[src/rtl/flag_checker_stream.sv]
// Streaming flag checker: each accepted word passes through a keyed, chained rotate/add
// transform and is compared against a programmable target table, yielding pass and first-mismatch index.
module flag_checker_stream #(
  parameter int                DATA_W   = 8,
  parameter int                LEN      = 32,
  parameter logic [DATA_W-1:0] KEY_INIT = DATA_W'(8'h5A),
  parameter int                ROT      = 3,
  parameter bit                CHAIN    = 1'b1
) (
  input  logic                    clk,
  input  logic                    rst,
  input  logic                    start,
  input  logic                    in_valid,
  output logic                    in_ready,
  input  logic [DATA_W-1:0]       inp,
  output logic                    res_valid,
  output logic [DATA_W-1:0]       res,
  input  logic                    tgt_we,
  input  logic [$clog2(LEN)-1:0]  tgt_addr,
  input  logic [DATA_W-1:0]       tgt_data,
  output logic                    done,
  output logic                    pass,
  output logic [$clog2(LEN)-1:0]  mismatch_idx
);

  localparam int              AW       = $clog2(LEN);
  localparam logic [AW-1:0]   LAST_IDX = AW'(LEN - 1);
  localparam logic [AW:0]     LEN_W    = (AW + 1)'(LEN);

  typedef enum logic [1:0] {S_IDLE, S_RUN, S_FLUSH, S_DONE} state_t;

  state_t              state_q, state_d;
  logic [AW-1:0]       idx_q, idx_d;
  logic [DATA_W-1:0]   key_q, key_d;
  logic                ok_q, ok_d;
  logic [AW-1:0]       mis_q, mis_d;
  logic [DATA_W-1:0]   res_q, res_d;
  logic                res_valid_q, res_valid_d;

  logic [DATA_W-1:0]   tgt_mem [LEN];
  logic [DATA_W-1:0]   res_next;
  logic                accept;
  logic                tgt_wr_ok;

  function automatic logic [DATA_W-1:0] rotl(input logic [DATA_W-1:0] x);
    logic [2*DATA_W-1:0] d;
    d = {x, x} << ROT;
    return d[2*DATA_W-1:DATA_W];
  endfunction

  // A start in the same cycle wins over the presented word.
  assign accept    = in_valid && (state_q == S_RUN) && !start;
  assign res_next  = rotl(inp ^ key_q) + DATA_W'(idx_q);
  assign tgt_wr_ok = tgt_we && (state_q == S_IDLE || state_q == S_DONE)
                     && ({1'b0, tgt_addr} < LEN_W);

  // Target table is deliberately left out of reset so it survives rst.
  always_ff @(posedge clk) begin
    if (tgt_wr_ok) begin
      tgt_mem[tgt_addr] <= tgt_data;
    end
  end

  always_comb begin
    state_d     = state_q;
    idx_d       = idx_q;
    key_d       = key_q;
    ok_d        = ok_q;
    mis_d       = mis_q;
    res_d       = res_q;
    res_valid_d = 1'b0;
    case (state_q)
      S_RUN: begin
        if (accept) begin
          res_d       = res_next;
          res_valid_d = 1'b1;
          idx_d       = idx_q + 1'b1;
          if (CHAIN) begin
            key_d = res_next;
          end
          if (res_next != tgt_mem[idx_q]) begin
            ok_d = 1'b0;
            if (ok_q) begin
              mis_d = idx_q;
            end
          end
          if (idx_q == LAST_IDX) begin
            state_d = S_FLUSH;
          end
        end
      end
      S_FLUSH: state_d = S_DONE;
      default: state_d = state_q;
    endcase
    if (start) begin
      state_d = S_RUN;
      idx_d   = '0;
      key_d   = KEY_INIT;
      ok_d    = 1'b1;
      mis_d   = '0;
    end
  end

  always_ff @(posedge clk or posedge rst) begin
    if (rst) begin
      state_q     <= S_IDLE;
      idx_q       <= '0;
      key_q       <= KEY_INIT;
      ok_q        <= 1'b1;
      mis_q       <= '0;
      res_q       <= '0;
      res_valid_q <= 1'b0;
    end else begin
      state_q     <= state_d;
      idx_q       <= idx_d;
      key_q       <= key_d;
      ok_q        <= ok_d;
      mis_q       <= mis_d;
      res_q       <= res_d;
      res_valid_q <= res_valid_d;
    end
  end

  assign in_ready     = (state_q == S_RUN);
  assign res_valid    = res_valid_q;
  assign res          = res_q;
  assign done         = (state_q == S_DONE);
  assign pass         = done && ok_q;
  assign mismatch_idx = mis_q;

endmodule

[config.mk]
export PLATFORM = sky130hd
export DESIGN_NAME = flag_checker_stream
export DESIGN_NICKNAME = d
export VERILOG_FILES = /design/src/rtl/flag_checker_stream.sv
export SDC_FILE = /design/constraint.sdc
export NUM_CORES = 1
export LEC_CHECK = 0
export CORE_UTILIZATION = 50
export DETAILED_ROUTE_END_ITERATION = 16
export PLACE_DENSITY = 0.73
export SLEW_MARGIN = 30
export SYNTH_ARGS = -nofsm -noshare
export SYNTH_HDL_FRONTEND = slang
export SYNTH_SLANG_ARGS = --single-unit
[constraint.sdc]
create_clock -name clk -period 3.09 [get_ports clk]
set_clock_uncertainty 0.05 [all_clocks]
set_input_delay 0.927 -clock clk [delete_from_list [all_inputs] [get_ports clk]]
set_output_delay 0.927 -clock clk [all_outputs]
set_load 0.005 [all_outputs]
==> impl_metrics.ini <==
[outcome]
status = complete, but fails checks
violations = setup timing

[floorplanning]
die_h_microns = 156
die_area_sq_mm = 0.0244
core_area_sq_mm = 0.0234
io_pins = 43
die_w_microns = 156
rows = 56
start_util_pct = 50.9

[timing]
relSlewSlack_pct = 65.9
fin_ws_ns = -0.135
hold_viol = 0
setup_violations = 5
slew_viol_final = 0
rsz0062_at_grt = yes
timing.final.crit_share_pct = 104
fmax_mhz = 310
min_period_ns = 3.22
tightest_slew_ns = 0.510

[pwr]
power_density_mw_per_mm2 = 598
p_seq_share_pct = 48.0
fin_total_pwr_uw = 8950
irDropWorstVdd_uv = 563
netSwitchingPower_uw = 1990
p_sw_share_pct = 22.2
clkPwrFrac_pct = 40.0
p_comb_share_pct = 12.0
p_int_uw = 6960
leakage_uw = 0.00523

[yosys]
synth.avg_cell_area_sq_um = 17.2
synth_seq_cells = 286
async_reset_ff_share_pct = 10.5
synth-edff-count = 256
syn_area_sq_mm = 0.0119
synth_ff_type = edfxtp_1
synth_cells = 694
syn_nets = 731
yosysSeqAreaShare_pct = 70.9
yosys_warnings = 0
ys_types = 66

[setup_path]
critPathBufInv = 4
required_ns = 3.45
cp_common_cell = buf_4
crit_arrival_ns = 3.59
ff2ff_path_depth = 12
crit_path_end_kind = flip-flop
worst-path-stages = 12
crit_chain = buf_12 > buf_4 > mux4_2 > mux2i_2 > buf_4 > nor2_1 > a2bb2oi_1 > xor2_1 > or4_4 > buf_4 > nor3_4 > o21ai_1
critical_path_peak_fanout = 6
start_kind = flip-flop
path_class = flip-flop to flip-flop
path_delay_family = simple AND/OR/NAND/NOR gates
cp_slowest_stage_delay_ns = 0.57
cp_slowest_cell = or4_4

[grt]
grt_max_degree = 33
grt_pass1_vias = 7282
grt-ovfl-total = 0
antenna_found_initial = 0
grt_pass1_wl_microns = 43400
track_usage_pct = 24.5

[run]
cap_viol_max_count = 0

[placed_design]
dp_hpwl_microns = 19400
place_ws_ns = -0.988
place_congestion = 0.890
io_buffers = 42

[drt]
drc = 0
post_drt_wl_per_cell_microns = 24.0
drt_wl_total_microns = 29200
drt_first_iter_violations = 614
vias = 7022
vias_per_cell = 5.76
dr.pass1.iters = 5
ant_nets = 0

[clocking]
insertion_delay_ns = 0.54
clock-root-buffer = clkbuf_16
cts_buffer_depth = 3
clkSinkCount = 286
cts_tree = done
cts.htree.levels = 1
ctsHoldBuffers = 0
numCtsBuffers = 30
clk_pin_slew_ns = 0.06

[layout]
antenna_cells = 0
drive_above_1_share_pct = 31.2
final_net_count = 915
area_growth_pct = 25.6

[min_path]
hold_class = flip-flop to flip-flop
hold_depth = 2
layer usage:
layer	wire length (microns)	global-route usage (%)	up-vias
met5	0	0	-
met1	11600	31.4	3584
li1	-	-	3124
met2	14900	42.5	266
met4	759	7.42	0
met3	1980	4.43	48
kinds of logic (layout without fill, tap and decap cells):
group / Yosys count / after routing / synth area share, %
fa+ha+maj: 11 / 11 / 1.22
simple gates: 151 / 151 / 6.20
xor+xnor: 23 / 23 / 1.69
mux: 94 / 94 / 12.6
flops: 286 / 286 / 70.9
compound gates: 89 / 89 / 5.39
buf+inv: 40 / 247 / 2.04
state kept, by name, summed over array words and instances, names as in the netlist:
signal and flops:
mismatch_idx 5, ok_q 1, state_q 2, key_q 8
tgt_mem 256, idx_q 5, res 8, res_valid 1
final timing paths:
check                          from         endpoint  slack [ns]
setup / recovery           idx_q[0]  mismatch_idx[4]       -0.13
hold / removal               res[0]           res[0]        0.43
setup reg to reg           idx_q[0]  mismatch_idx[4]       -0.13
hold reg to reg              res[0]           res[0]        0.43
max in group asynchronous       rst             ok_q        1.94
min in group asynchronous       rst  mismatch_idx[3]        0.73
power groups by stage:
stage               clock, uW  sequential [uW]  combinational (uW)
CTS                      3630             4290                 967
detailed placement          0             4380                 865
global placement            0             4380                 840
floorplan                   0             4360                 453
finish                   3580             4290                1080
global route             3770             4300                1140
repair_timing:
action,CTS,global route
endpoints found under the setup margin,6,6
resized for setup,29,44
pin swaps,14,27
setup buffers,17,8
cloned,0,0
synth_stat cells, types with 6 or more instances:
library cell  instances  share of area [%]
mux4_1                6                1.3
ha_1                 10                1.1
buf_2                 6               0.25
mux4_2               36                6.8
a21oi_1              14               0.59
clkbuf_1             11               0.35
o22ai_1               6               0.32
dfrtp_1              25                5.3
edfxtp_1            256                 65
a211o_1              10               0.74
a22oi_1               7               0.44
nand3_1              10               0.42
nor3_1                7               0.29
inv_1                 6               0.19
xnor2_1              10               0.74
buf_4                 7               0.44
xor2_1               13               0.96
o21ai_0              10               0.42
nand3b_1              6               0.38
nand2_1              33                1.0
a31oi_1               6               0.32
o221ai_1              7               0.51
mux2i_1              47                4.0
nor2_1               57                1.8
cells in the final DEF (no fill, tap or decap), types with 6 or more instances in the layout:
| master | count |
|---|---|
| a211o_1 | 10 |
| a21oi_1 | 9 |
| a22oi_1 | 7 |
| buf_12 | 9 |
| buf_4 | 126 |
| clkbuf_1 | 7 |
| clkbuf_16 | 31 |
| clkdlybuf4s50_1 | 39 |
| clkinv_1 | 9 |
| dfrtp_1 | 23 |
| edfxtp_1 | 256 |
| ha_1 | 9 |
| inv_1 | 6 |
| mux2i_1 | 44 |
| mux4_2 | 41 |
| nand2_1 | 33 |
| nand3_1 | 9 |
| nand3b_1 | 6 |
| nor2_1 | 56 |
| o21ai_0 | 8 |
| xnor2_1 | 7 |
| xor2_1 | 9 |
area by class of cell:
class	instances	area, sq um
repair buffers	183	1610
inverters	9	33.8
clock inverters	17	188
flip-flops and latches	286	8450
multi-input cells	368	3470
fillers	1682	8440
clock buffers	38	802
well taps	319	399
tightest hold or removal path: stages (launching register included):
cell and delay, ns:
dfrtp_1 0.34, nand2_1 0.05, nand2_1 0.06
metrics by stage:
| step | TNS, ns | util [%] | cell area (sq um) | hold WS (ns) | cells |
|---|---|---|---|---|---|
| after global placement | -5.68 | 57.7 | 13500 | 0.407 | 1140 |
| after CTS | -0.648 | 62.9 | 14700 | 0.435 | 1212 |
| after global routing | -0.976 | 63.9 | 15000 | 0.459 | 1220 |
| after floorplan | -1.49 | - | 11900 | 0.420 | 694 |
| after detailed placement | -7.21 | 57.7 | 13500 | 0.420 | 1140 |
| final | -0.504 | 63.9 | 15000 | 0.428 | 1220 |
(Power assumes the default switching activity.)
